$ cat src/rtl/wb_types_pkg.sv
// wb_types_pkg: shared register map, command codes, bit positions and FSM encodings
package wb_types_pkg;
  typedef enum logic [1:0] {
    REG_CSR  = 2'd0,
    REG_DPR  = 2'd1,
    REG_CMDR = 2'd2,
    REG_FSMR = 2'd3
  } reg_addr_e;
  typedef enum logic [2:0] {
    CMD_NOP0     = 3'b000,
    CMD_WRITE    = 3'b001,
    CMD_READ_ACK = 3'b010,
    CMD_READ_NAK = 3'b011,
    CMD_START    = 3'b100,
    CMD_STOP     = 3'b101,
    CMD_BAD6     = 3'b110,
    CMD_BAD7     = 3'b111
  } cmd_e;
  localparam int CSR_E = 7;
  localparam int CSR_IE = 6;
  localparam int CMDR_DON = 7;
  localparam int CMDR_NAK = 6;
  localparam int CMDR_AL = 5;
  localparam int CMDR_ERR = 4;
  typedef enum logic [3:0] {
    ACC_IDLE = 4'd0,
    ACC_WAIT = 4'd1,
    ACC_ACK  = 4'd2
  } acc_state_e;
  typedef enum logic [3:0] {
    CMD_IDLE = 4'd0,
    CMD_BUSY = 4'd1
  } cmd_state_e;
endpackage

$ cat src/rtl/wb_resp_cmd_engine.sv
// wb_resp_cmd_engine: fixed-latency command FSM with loopback data, status bits and irq flag
module wb_resp_cmd_engine
  import wb_types_pkg::*;
#(
  parameter int CMD_LATENCY = 4
) (
  input  logic       clk_i,
  input  logic       rst_i,
  input  logic       en,
  input  logic       ie,
  input  logic       kill,
  input  logic       irq_clr,
  input  logic       cmd_wr,
  input  logic [2:0] cmd,
  input  logic       stat_rd,
  input  logic [7:0] tx,
  output logic [7:0] rx,
  output logic [7:0] status,
  output logic [3:0] fsm,
  output logic       irq
);
  localparam int CW = $clog2(CMD_LATENCY + 1);
  cmd_state_e state;
  logic [CW-1:0] cnt;
  logic [2:0] last;
  logic [7:0] loop;
  logic held, don, nak, err, done;
  assign done = state == CMD_BUSY && cnt == CW'(1);
  assign status = {don, nak, 1'b0, err, 1'b0, last};
  assign fsm = state;
  always_ff @(posedge clk_i or negedge rst_i) begin
    if (!rst_i) begin
      state <= CMD_IDLE;
      cnt <= '0;
      last <= 3'd0;
      loop <= 8'h00;
      rx <= 8'h00;
      held <= 1'b0;
      don <= 1'b1;
      nak <= 1'b0;
      err <= 1'b0;
      irq <= 1'b0;
    end else begin
      if (kill) begin
        state <= CMD_IDLE;
        held <= 1'b0;
      end else if (cmd_wr && en && state == CMD_IDLE) begin
        state <= CMD_BUSY;
        cnt <= CW'(CMD_LATENCY);
        {don, nak, err} <= 3'b000;
        last <= cmd;
      end else if (state == CMD_BUSY) begin
        cnt <= cnt - 1'b1;
        if (done) begin
          state <= CMD_IDLE;
          case (last)
            CMD_START: begin held <= 1'b1; don <= 1'b1; end
            CMD_STOP: begin held <= 1'b0; don <= 1'b1; end
            CMD_WRITE: begin
              if (held) loop <= tx;
              don <= held;
              nak <= !held;
            end
            CMD_READ_ACK, CMD_READ_NAK: begin
              if (held) rx <= loop;
              don <= held;
              err <= !held;
            end
            default: err <= 1'b1;
          endcase
        end
      end
      // a completion beats the clearing status read on the same edge
      irq <= (kill || irq_clr) ? 1'b0 : (done && ie) ? 1'b1 : stat_rd ? 1'b0 : irq;
    end
  end
endmodule

$ cat src/rtl/wb_resp_regfile.sv
// wb_resp_regfile: Wishbone slave register file with wait-state access FSM and command engine
module wb_resp_regfile
  import wb_types_pkg::*;
#(
  parameter int ADDR_WIDTH = 2,
  parameter int DATA_WIDTH = 8,
  parameter int WAIT_STATES = 0,
  parameter int CMD_LATENCY = 4
) (
  input  logic                  clk_i,
  input  logic                  rst_i,
  input  logic                  cyc_i,
  input  logic                  stb_i,
  input  logic                  we_i,
  input  logic [ADDR_WIDTH-1:0] adr_i,
  input  logic [DATA_WIDTH-1:0] dat_i,
  output logic                  ack_o,
  output logic [DATA_WIDTH-1:0] dat_o,
  output logic                  irq_o
);
  acc_state_e acc;
  logic [3:0] wcnt, cmd_fsm;
  logic [7:0] tx, rx, status, rdata;
  logic e, ie, hold, req, go, wr, rd, csr_wr;
  assign req = cyc_i && stb_i;
  // go marks the edge where ack_o rises: commits and read capture happen here
  assign go = req && ((acc == ACC_IDLE && !hold && WAIT_STATES == 0) || (acc == ACC_WAIT && wcnt == 4'd0));
  assign wr = go && we_i;
  assign rd = go && !we_i;
  assign csr_wr = wr && adr_i == REG_CSR;
  assign rdata = adr_i == REG_CSR ? {e, ie, 6'd0} : adr_i == REG_DPR ? rx : adr_i == REG_CMDR ? status : {acc, cmd_fsm};
  wb_resp_cmd_engine #(.CMD_LATENCY(CMD_LATENCY)) u_cmd (
    .clk_i  (clk_i),
    .rst_i  (rst_i),
    .en     (e),
    .ie     (ie),
    .kill   (csr_wr && !dat_i[CSR_E]),
    .irq_clr(csr_wr && !dat_i[CSR_IE]),
    .cmd_wr (wr && adr_i == REG_CMDR),
    .cmd    (dat_i[2:0]),
    .stat_rd(rd && adr_i == REG_CMDR),
    .tx     (tx),
    .rx     (rx),
    .status (status),
    .fsm    (cmd_fsm),
    .irq    (irq_o)
  );
  always_ff @(posedge clk_i or negedge rst_i) begin
    if (!rst_i) begin
      acc <= ACC_IDLE;
      wcnt <= 4'd0;
      hold <= 1'b0;
      ack_o <= 1'b0;
      dat_o <= '0;
      e <= 1'b0;
      ie <= 1'b0;
      tx <= 8'h00;
    end else begin
      ack_o <= go;
      dat_o <= rd ? rdata : '0;
      // strobe still high right after the ack belongs to the finished access
      hold <= acc == ACC_ACK && req;
      if (csr_wr) {e, ie} <= dat_i[CSR_E:CSR_IE];
      if (wr && adr_i == REG_DPR) tx <= dat_i;
      case (acc)
        ACC_IDLE: if (req && !hold) begin
          acc <= WAIT_STATES == 0 ? ACC_ACK : ACC_WAIT;
          wcnt <= 4'(WAIT_STATES - 1);
        end
        ACC_WAIT: begin
          acc <= !req ? ACC_IDLE : wcnt == 4'd0 ? ACC_ACK : ACC_WAIT;
          wcnt <= wcnt - 1'b1;
        end
        default: acc <= ACC_IDLE;
      endcase
    end
  end
endmodule

$ cat config.mk
export PLATFORM = sky130hd
export DESIGN_NAME = wb_resp_regfile
export DESIGN_NICKNAME = d
export VERILOG_FILES = /design/src/rtl/wb_types_pkg.sv /design/src/rtl/wb_resp_cmd_engine.sv /design/src/rtl/wb_resp_regfile.sv
export SDC_FILE = /design/constraint.sdc
export NUM_CORES = 1
export LEC_CHECK = 0
export ABC_AREA = 0
export ABC_CLOCK_PERIOD_IN_PS = 3900
export CAP_MARGIN = 40
export CORE_MARGIN = 3
export CORE_UTILIZATION = 46
export DETAILED_ROUTE_END_ITERATION = 8
export PLACE_DENSITY = 0.67
export SETUP_SLACK_MARGIN = 0.05
export SLEW_MARGIN = 30
export SYNTH_ARGS = -nofsm -noshare
export SYNTH_HDL_FRONTEND = slang
export SYNTH_SLANG_ARGS = --single-unit
export TNS_END_PERCENT = 10
$ cat constraint.sdc
create_clock -name clk_i -period 3.9 [get_ports clk_i]
set_clock_uncertainty 0.05 [all_clocks]
set_input_delay 1.17 -clock clk_i [delete_from_list [all_inputs] [get_ports clk_i]]
set_output_delay 1.17 -clock clk_i [all_outputs]
set_load 0.05 [all_outputs]
* After elaboration in Yosys (flattened, before gate mapping) *
Index checks and enable logic that the tools add are counted.

word-level totals
  output and inout port bits = 10
  bits of input ports = 15
  bits in registers = 59
  logic and storage cells = 126

operators by class
  multiplexer cells = 36
  add/sub/neg operators = 2
  reduce and logical (&&, ||, !) cells = 54
  equal/unequal tests = 14
  bitwise logic cells = 2

operators with widths
  cell                                                    count
  two-way mux 8 bit                                       4
  two-way mux 4 bit                                       6
  logical AND 1 bit                                       18
  two-way mux 1 bit                                       17
  one-hot mux 4 bit (2 select lines)                      2
  AND reduction 4 bit                                     4
  nonzero test 3 bit                                      5
  logical NOT 4 bit                                       3
  AND reduction 6 bit                                     2
  nonzero test 2 bit                                      6
  == test 4 x 1 -> 1 bit (second input constant)          2
  AND reduction 2 bit                                     4
  == test 3 x 1 -> 1 bit (second input constant)          2
  == test 3 x 2 -> 1 bit (second input constant)          2
  == test 3 bit (second input constant)                   2
  two-way mux 3 bit                                       2
  inequality test 2 x 1 -> 1 bit (second input constant)  3
  one-hot mux 1 bit (2 select lines)                      3
  OR reduction 3 bit                                      2
  logical NOT 1 bit                                       5
  == test 4 x 2 -> 1 bit (second input constant)          1
  two-way mux 2 bit                                       2
  OR reduction 2 bit                                      2
  subtractor 4 x 1 -> 4 bit (second input constant)       1
  other kinds (6)                                         8

* Logic depth before layout (Yosys ltp) *
Gate-level depths: netlist (run 1).

  depth in word-level cells = 10
  mapped depth = 9
  depth with buffers taken out = 8

* Hierarchy *
Synthesis (run 1) repeated with hierarchy kept, for this count alone.

unflattened totals
  cells, all modules = 211
  area total of the unflattened synthesis = 2501.1 sq um

by module, submodules not included
  module              seq. area each (sq um)  cells an instance  area each (sq um)  times used
  wb_resp_cmd_engine  701.9                   107                1312.5             1
  wb_resp_regfile     650.6                   104                1188.6             1

* Least setup slack after synthesis (run 1) *
Ideal clock, no wire load.

  path type = input port to flip-flop
  start = input adr_i[0]
  end = register u_cmd.rx[0]
  cell stages on the path = 5
  path buffers = 1
  arrival time = 2.494 ns
  slack = 1.231 ns
  library setup time = 0.125 ns
  data required time = 3.725 ns
  cell sequence = buf_2 > or4b_4 > o21ai_2 > nor2_2 > mux2_2

between the ends
  word-level cells in the longest chain between the ends = 6
  elaborated cells between the ends (all ways) = 10
  those cells by class = 1 x eq/ne; 2 x bitwise; 7 x reduce/logical

RTL lines
  item                             line                      source
  start: declaration               wb_resp_regfile.sv:15     input logic [ADDR_WIDTH-1:0] adr_i,
  == test 2 bit                    wb_resp_regfile.sv:39     .cmd_wr (wr && adr_i == REG_CMDR),
  logical AND 1 bit                wb_resp_regfile.sv:39
  logical AND 1 bit (2 in a row)   wb_resp_cmd_engine.sv:47  end else if (cmd_wr && en && state == CMD_IDLE) begin
  inverter 1 bit (no line)         -
  AND reduction 6 bit (no line) *  -
  end signal: assignment           wb_resp_cmd_engine.sv:65  if (held) rx <= loop;
  end: declaration                 wb_resp_cmd_engine.sv:17  output logic [7:0] rx,

Mark *: on every way between the ends. The rest lies on a longest branch, timed or not.
A chain may end at the register's enable or synchronous reset.

* Final worst setup path (run 1) *
  start = input adr_i[0]
  end = register u_cmd.rx[4]

Same word-level chain as after synthesis.

==> results of run 1 <==
## area by class of cell
type                       instances  area share (%)
multi-input combinational        125            34.6
sequential                        54            48.1
tap                               67            2.98
clock inverter                     2           0.578
inverter                          12            1.65
clock buffer                       6            2.93
timing repair buffer              27            9.16
## worst register-to-register path, cell delays in order, from the launching register on
cell and delay [ns]:
dfrtp_1 0.42, inv_1 0.10, ha_1 0.15, or3b_1 0.38, o22a_4 0.27, clkinv_2 0.09, nand2_2 0.08, nor4_4 0.39
mux2_2 0.39
## synth_stat cells, types with 2 or more instances
library cell   n
mux2i_1        4
nand3_1        3
or2_2          3
a211oi_1       2
o211ai_1       2
mux2_2        31
a21oi_1        5
ha_1           4
o21ai_0        6
dfrtp_1       53
a22oi_1        5
buf_2          2
inv_1         11
nor2b_1        5
o21ai_2        2
nor2_1        17
nor3_1         3
nand2_1       10
clkbuf_1       2
## sequential cells by signal (all words and copies together), names as in the netlist
register,cells
dat_o,8
tx,8
u_cmd.loop,8
u_cmd.rx,8
wcnt,4
u_cmd.cnt,3
u_cmd.last,3
acc,2
ack_o,1
e,1
hold,1
ie,1
u_cmd.don,1
u_cmd.err,1
u_cmd.fsm,1
u_cmd.held,1
u_cmd.irq,1
u_cmd.nak,1
## cells by family (layout without fill, tap and decap cells)
logic type,Yosys count,count (layout),share of synthesized area (%)
muxes,35,35,16.3
adders and majority gates,4,4,2.09
and+or+nand+nor,55,55,12.9
AOI/OAI and AO/OA,30,30,9.11
DFF,54,54,56.6
buffers and inverters,16,47,2.67
xor gates and xnor gates,1,1,0.366
## how the worst max path moves through the flow
| stage | end | slack [ns] | cells past startpoint |
|---|---|---|---|
| 2_1_floorplan | u_cmd.rx[0] | 1.23 | 5 |
| 3_3_place_gp | u_cmd.rx[6] | 0.61 | 5 |
| 3_5_place_dp | u_cmd.rx[6] | 0.57 | 5 |
| 4_1_cts | u_cmd.rx[0] | 0.90 | 5 |
| 5_1_grt | u_cmd.rx[0] | 0.80 | 5 |
| 6_report | u_cmd.rx[4] | 0.89 | 5 |
## through the flow
step                std cells  instance area, um2  hold slack (ns)
finish                    293                2810            0.446
global route              293                2810            0.479
floorplan                 195                2390            0.399
detailed placement        285                2720            0.431
CTS                       293                2810            0.445
global placement          285                2720            0.423
## layer usage
layer,track usage (%),up-vias,share of wire (%)
met5,0,-,0
met4,5.24,0,1.1
met3,4.24,4,6.2
met2,27.4,39,49
met1,21.6,754,43
li1,-,744,-
## where the power goes
| group | internal (mW) | total [mW] | leakage [nW] | switching [mW] |
|---|---|---|---|---|
| Clock | 0.146 | 0.324 | 0.0478 | 0.178 |
| Combinational | 0.114 | 0.236 | 0.570 | 0.122 |
| Sequential | 0.633 | 0.694 | 0.699 | 0.0607 |
==> flow_summary.yaml, run 1 <==
cells_and_area:
  final_core_util_pct: 57.7
  multi_input_area_um2: 975
  drive_above_1_share_pct: 24.8
  layout_commonest_cell: "dfrtp_1"
  fillers: 435
  fin_nets: 244
  seq_area_um2: 1350
  n_antenna_cell: 0
  area_delta_synth_final_pct: 17.7
  final_cell_mix: "53 x dfrtp_1, 31 x mux2_2, 23 x clkdlybuf4s50_1"
timing:
  tns_ns: 0
  setup_viol: 0
  finalCriticalPeriod_ns: 3.01
  tightest_slew_ns: 0.718
  grt_setup_unrepaired: "false"
  max_freq_mhz: 332
  hold_violations: 0
  maxSlewViolCount: 0
  finalCritPeriodShare_pct: 77.2
  slew_headroom_pct: 52.1
  setup_slack_ns: 0.888
critical_path:
  critPathKind: "primary input to register"
  worstPathCellList: "clkdlybuf4s50_1 -> or4b_4 -> o21ai_2 -> nor2_2 -> mux2_2"
  cp_top_family: "simple AND/OR/NAND/NOR gates"
  r2r_start: "wcnt[0]"
  critical_path_required_ns: 4.05
  critPathMaxFanout: 10
  critical_path.slowest_cell: "or4b_4"
  setup.worst_path.end_class: "register"
  startpoint: "adr_i[0]"
  reg2reg_to: "u_cmd.last[2]"
  startpoint_type: "primary input"
  ff2ff_path_depth: 8
  worstPathArrival_ns: 3.16
  cpPeakStageDelay_ns: 0.66
  rrSetupSlack_ns: 1.48
  crit_buf_inv: 1
cts:
  post_cts_buffers: 0
  cts.root.buffer_cell: "clkbuf_8"
  hold_buffers: 0
  cts_made_buffers: 5
  h-tree-depth: 2
  cts_sinks: 54
  cts_tree: "yes"
  clkTransAtPathRegs_ns: 0.09
  ctsLongestPathBuffers: 2
  insertion_delay_ns: 0.31
  ctsResizeCount: 0
synth:
  yosysTopAreaCell: "dfrtp_1"
  ys_seq_area_share_pct: 56.6
  synth_top_area_share_pct: 55.5
  ys_types: 44
  syn-cell-area_um2: 2390
  postSynthAreaPerCell_um2: 12.3
  synth_area_leaders: "dfrtp_1 55%, mux2_2 15%, nor2_1 2.7%, ha_1 2.1%, inv_1 1.7%"
  yosys_warnings: 0
  syn_inst: 195
  synth-main-ff-cell: "dfrtp_1"
  synth_edf_count: 0
  ys_seq_elements: 54
  syn_nets: 214
  synthArstFlopShare_pct: 100
min_path:
  min_from: "u_cmd.don"
  hold_path_class: "register to register"
  min_to: "u_cmd.don"
  hold_depth: 2
job:
  maxCapViolCount: 0
drt:
  dr_total_vias: 1541
  wirelength_mm: 4.50
  viasPerCell: 5.26
  drt_pass1_iterations: 4
  drtIter0Drc: 103
  drt-wirelength-per-cell_um: 15.4
  ant_nets: 0
  drc: 0
global_route:
  grt_pass1_wl_mm: 7.77
  overflow: 0
  grt_max_degree: 34
  grt_usage_pct: 16.6
  grt_pass1_vias: 1613
  antenna_found_initial: 0
outcome:
  status: "finished clean"
place:
  place_ws_ns: 0.568
  dp_hpwl_mm: 3.41
  port_buffers: 24
  gp_congestion: 0.785
floorplan:
  rows: 25
  fp.dieArea_um2: 6100
  start_util_pct: 49.0
  core-area_um2: 4880
  ioPinCount: 25
  die_x_um: 78.1
  fp.dieH_um: 78.1
pwr:
  p_leak_nw: 1.32
  p_per_area_nw_per_um2: 446
  worst_ir_drop_vdd_v: 0.000239
  total_power_mw: 1.25
(Power assumes the default switching activity.)
==> inputs of run 2 (changes only) <==
--- a/config.mk
+++ b/config.mk
@@ -6,7 +6,7 @@
 export NUM_CORES = 1
 export LEC_CHECK = 0
 export ABC_AREA = 0
-export ABC_CLOCK_PERIOD_IN_PS = 3900
+export ABC_CLOCK_PERIOD_IN_PS = 3060
 export CAP_MARGIN = 40
 export CORE_MARGIN = 3
 export CORE_UTILIZATION = 46
==> constraint.sdc (replaced) <==
create_clock -name clk_i -period 3.06 [get_ports clk_i]
set_clock_uncertainty 0.05 [all_clocks]
set_input_delay 0.918 -clock clk_i [delete_from_list [all_inputs] [get_ports clk_i]]
set_output_delay 0.918 -clock clk_i [all_outputs]
set_load 0.05 [all_outputs]
==> run 2 against run 1 <==
- combinational power is 27% higher
- final cell count is 1.7% higher
- hold slack better by 0.0032 ns
- worst setup slack worse by 0.48 ns
==> flow_summary.yaml, run 2 (synthesized netlist as in run 1, its figures left out) <==
timing:
  tns_ns: 0
  setup_slack_ns: 0.412
  finalCritPeriodShare_pct: 86.5
  setup_viol: 0
  grt_setup_unrepaired: "false"
  finalCriticalPeriod_ns: 2.65
  slew_headroom_pct: 65.8
  tightest_slew_ns: 0.511
  maxSlewViolCount: 0
  max_freq_mhz: 378
  hold_violations: 0
cells_and_area:
  final_core_util_pct: 58.7
  final_cell_mix: "53 x dfrtp_1, 31 x mux2_2, 23 x clkdlybuf4s50_1"
  fin_nets: 249
  layout_commonest_cell: "dfrtp_1"
  drive_above_1_share_pct: 26.4
  final_area_um2: 2870
  area_delta_synth_final_pct: 19.8
  n_antenna_cell: 0
floorplan:
  fp.dieArea_um2: 6100
  die_x_um: 78.1
  start_util_pct: 49.0
  ioPinCount: 25
  rows: 25
  fp.dieH_um: 78.1
  core-area_um2: 4880
pwr:
  p_per_area_nw_per_um2: 583
  worst_ir_drop_vdd_v: 0.000334
  p_leak_nw: 1.35
  total_power_mw: 1.67
drt:
  ant_nets: 0
  viasPerCell: 5.27
  drt_pass1_iterations: 4
  wirelength_mm: 4.67
  drtIter0Drc: 56
  drc: 0
  drt-wirelength-per-cell_um: 15.7
  dr_total_vias: 1569
cts:
  cts_sinks: 54
  cts_made_buffers: 5
  cts_tree: "yes"
  ctsLongestPathBuffers: 2
  clkTransAtPathRegs_ns: 0.10
  ctsResizeCount: 0
  cts.root.buffer_cell: "clkbuf_8"
  post_cts_buffers: 0
  insertion_delay_ns: 0.31
  hold_buffers: 0
  h-tree-depth: 2
place:
  port_buffers: 24
  place_ws_ns: 0.0792
  dp_hpwl_mm: 3.44
  gp_congestion: 0.818
  dpl_cell_area_um2: 2750
global_route:
  antenna_found_initial: 0
  grt_usage_pct: 17.3
  grt_max_degree: 33
  grt_pass1_vias: 1677
  overflow: 0
  grt_pass1_wl_mm: 8.15
job:
  maxCapViolCount: 0
critical_path:
  worstPathArrival_ns: 2.80
  critical_path_required_ns: 3.21
  critPathMaxFanout: 7
  setup.worst_path.end_class: "register"
  critPathKind: "primary input to register"
  startpoint_type: "primary input"
  cpPeakStageDelay_ns: 0.49
  critical_path.slowest_cell: "clkdlybuf4s50_1"
  worstPathCellList: "clkdlybuf4s50_1 -> nand3b_1 -> o22a_4 -> clkinv_2 -> nand2_2 -> nor4_4 -> mux2_2"
outcome:
  status: "finished clean"
min_path:
  hold_path_class: "register to register"
==> run 2: worst max-delay path, delay by kind of cell <==
family	cells	cell delay [ns]
and+or+nand+nor	3	0.60
AOI/OAI and AO/OA	1	0.31
buffers and inverters	2	0.58
muxes	1	0.38
==> run 2: per-layer routing <==
metal	part of all wire [%]	global-route usage, %	vias to the layer above
met1	45	22.0	769
met5	0	0	-
met2	48	28.6	37
li1	-	-	754
met3	5.3	4.70	9
met4	1.6	5.77	0
==> run 2: layout make-up <==
cell class,instances,area [um2]
fillers,424,2010
flip-flops and latches,54,1350
multi-input cells,125,975
repair buffers,32,295
well taps,67,83.8
clock buffers,5,68.8
inverters,12,46.3
clock inverters,3,43.8
==> run 2: final timing paths <==
| kind | from | end | slack [ns] | depth (start not counted) |
|---|---|---|---|---|
| max reg2reg | wcnt[0] | u_cmd.last[2] | 0.67 | 8 |
| min in group asynchronous | rst_i | u_cmd.loop[1] | 0.51 | 1 |
| min | u_cmd.rx[3] | dat_o[3] | 0.45 | 2 |
| max in group asynchronous | rst_i | u_cmd.don | 1.63 | 2 |
| max | stb_i | u_cmd.last[2] | 0.41 | 7 |
| min reg2reg | u_cmd.rx[3] | dat_o[3] | 0.45 | 2 |
==> run 2: per-stage QoR <==
step | hold WS, ns | std cells
floorplan | 0.399 | 195
detailed placement | 0.435 | 290
CTS | 0.454 | 298
global placement | 0.421 | 290
finish | 0.450 | 298
global route | 0.467 | 298
==> run 2: power by group <==
| part | total, mW | internal [mW] | switching [mW] |
|---|---|---|---|
| clock network | 0.482 | 0.245 | 0.237 |
| registers | 0.887 | 0.807 | 0.0799 |
| logic | 0.300 | 0.146 | 0.154 |
| total | 1.67 | 1.20 | 0.471 |
==> inputs of run 3 (changes only) <==
--- a/config.mk
+++ b/config.mk
@@ -8,7 +8,6 @@
 export ABC_AREA = 0
 export ABC_CLOCK_PERIOD_IN_PS = 3060
 export CAP_MARGIN = 40
-export CORE_MARGIN = 3
 export CORE_UTILIZATION = 46
 export DETAILED_ROUTE_END_ITERATION = 8
 export PLACE_DENSITY = 0.67
==> run 3 against run 2 <==
- register-to-register slack lost 0.03 ns
- fmax shrank 0.92%
- via count grew 2.3%
- critical endpoint is now e
- critical path depth is the same
- design area shrank 0.35%
- global-route usage grew 3.3 points
==> flow_summary.yaml, run 3 (synthesized netlist as in run 1, its figures left out) <==
outcome:
  status: "finished clean"
cts:
  post_cts_buffers: 0
  cts_tree: "yes"
  cts_made_buffers: 5
  h-tree-depth: 2
  cts.root.buffer_cell: "clkbuf_8"
  ctsLongestPathBuffers: 2
  hold_buffers: 0
  ctsResizeCount: 0
  cts_sinks: 54
  insertion_delay_ns: 0.30
  clkTransAtPathRegs_ns: 0.09
floorplan:
  die_x_um: 74.1
  ioPinCount: 25
  fp.dieH_um: 74.1
  core-area_um2: 4850
  start_util_pct: 49.3
  rows: 25
  fp.dieArea_um2: 5490
drt:
  viasPerCell: 5.40
  ant_nets: 0
  drt_pass1_iterations: 4
  dr_total_vias: 1605
  drtIter0Drc: 106
  drt-wirelength-per-cell_um: 16.0
  drc: 0
  wirelength_mm: 4.76
timing:
  hold_violations: 0
  tightest_slew_ns: 0.670
  finalCriticalPeriod_ns: 2.67
  grt_setup_unrepaired: "false"
  finalCritPeriodShare_pct: 87.3
  setup_viol: 0
  maxSlewViolCount: 0
  tns_ns: 0
  slew_headroom_pct: 55.3
  max_freq_mhz: 374
critical_path:
  critPathMaxFanout: 7
  crit_buf_inv: 2
  worstPathArrival_ns: 2.81
  cp_top_family: "simple AND/OR/NAND/NOR gates"
  setup.worst_path.end_class: "register"
  critPathKind: "primary input to register"
  critical_path.slowest_cell: "clkdlybuf4s50_1"
  cpPeakStageDelay_ns: 0.48
  critical_path_required_ns: 3.20
  r2r_start: "wcnt[0]"
  startpoint: "stb_i"
  startpoint_type: "primary input"
  worstPathCellList: "clkdlybuf4s50_1 -> nand3b_1 -> o22a_4 -> clkinv_2 -> nand2_2 -> nor3_1 -> mux2_2"
cells_and_area:
  area_delta_synth_final_pct: 19.4
  fin_nets: 248
  drive_above_1_share_pct: 25.7
  layout_commonest_cell: "dfrtp_1"
  final_area_um2: 2860
  final_cell_mix: "53 x dfrtp_1, 31 x mux2_2, 23 x clkdlybuf4s50_1"
  fillers: 403
  n_antenna_cell: 0
job:
  maxCapViolCount: 0
place:
  dp_hpwl_mm: 3.50
  gp_congestion: 0.800
  dpl_cell_area_um2: 2750
  port_buffers: 24
global_route:
  grt_pass1_vias: 1708
  grt_max_degree: 55
  grt_pass1_wl_mm: 8.30
  grt_usage_pct: 20.6
  overflow: 0
  antenna_found_initial: 0
pwr:
  worst_ir_drop_vdd_v: 0.000231
  p_leak_nw: 1.34
  p_per_area_nw_per_um2: 583
min_path:
  hold_path_class: "register to register"
  min_from: "u_cmd.don"
## run 3: per-stage QoR
stage	setup WS [ns]	std cells	utilization, %	hold slack, ns	total power [mW]
global route	0.272	297	58.9	0.460	1.76
finish	0.388	297	58.9	0.437	1.66
detailed placement	0.0768	289	56.6	0.425	1.21
global placement	0.107	289	56.6	0.418	1.19
CTS	0.408	297	58.9	0.440	1.68
floorplan	0.643	195	-	0.399	1.09
## run 3: final timing paths
kind / end / slack (ns) / depth (start not counted)
setup / recovery: e / 0.39 / 7
hold / removal: u_cmd.don / 0.44 / 2
setup reg to reg: e / 0.64 / 8
hold reg to reg: u_cmd.don / 0.44 / 2
max in group asynchronous: dat_o[1] / 1.84 / 2
min in group asynchronous: u_cmd.rx[4] / 0.68 / 2
## run 3: worst reg2reg max path, delay by kind of cell (launching register included)
family,cells,cell delay [ns]
and+or+nand+nor,3,0.85
DFF,1,0.42
muxes,1,0.39
AOI/OAI and AO/OA,1,0.27
buffers and inverters,2,0.19
adders and majority gates,1,0.14
## run 3: area by class of cell
type | instances | area (um2) | share of cell area, %
Tap cell | 67 | 83.8 | 2.94
Inverter | 12 | 46.3 | 1.62
Multi-Input combinational cell | 125 | 975 | 34.1
Sequential cell | 54 | 1350 | 47.4
Clock inverter | 2 | 37.5 | 1.31
Clock buffer | 6 | 72.6 | 2.54
Timing Repair Buffer | 31 | 288 | 10.1
## run 3: metal layers
layer	wire length, um	part of all wire, %	vias to the layer above	global-route usage [%]
li1	-	-	754	-
met1	2120	45	803	25.6
met2	2350	49	36	34.5
met3	157	3.3	12	4.20
met4	128	2.7	0	9.83
met5	0	0	-	0
## run 3: power by group
part	total, mW	switching [mW]	internal, mW
logic	0.308	0.157	0.151
clock network	0.470	0.225	0.244
registers	0.887	0.0803	0.807
total	1.66	0.463	1.20
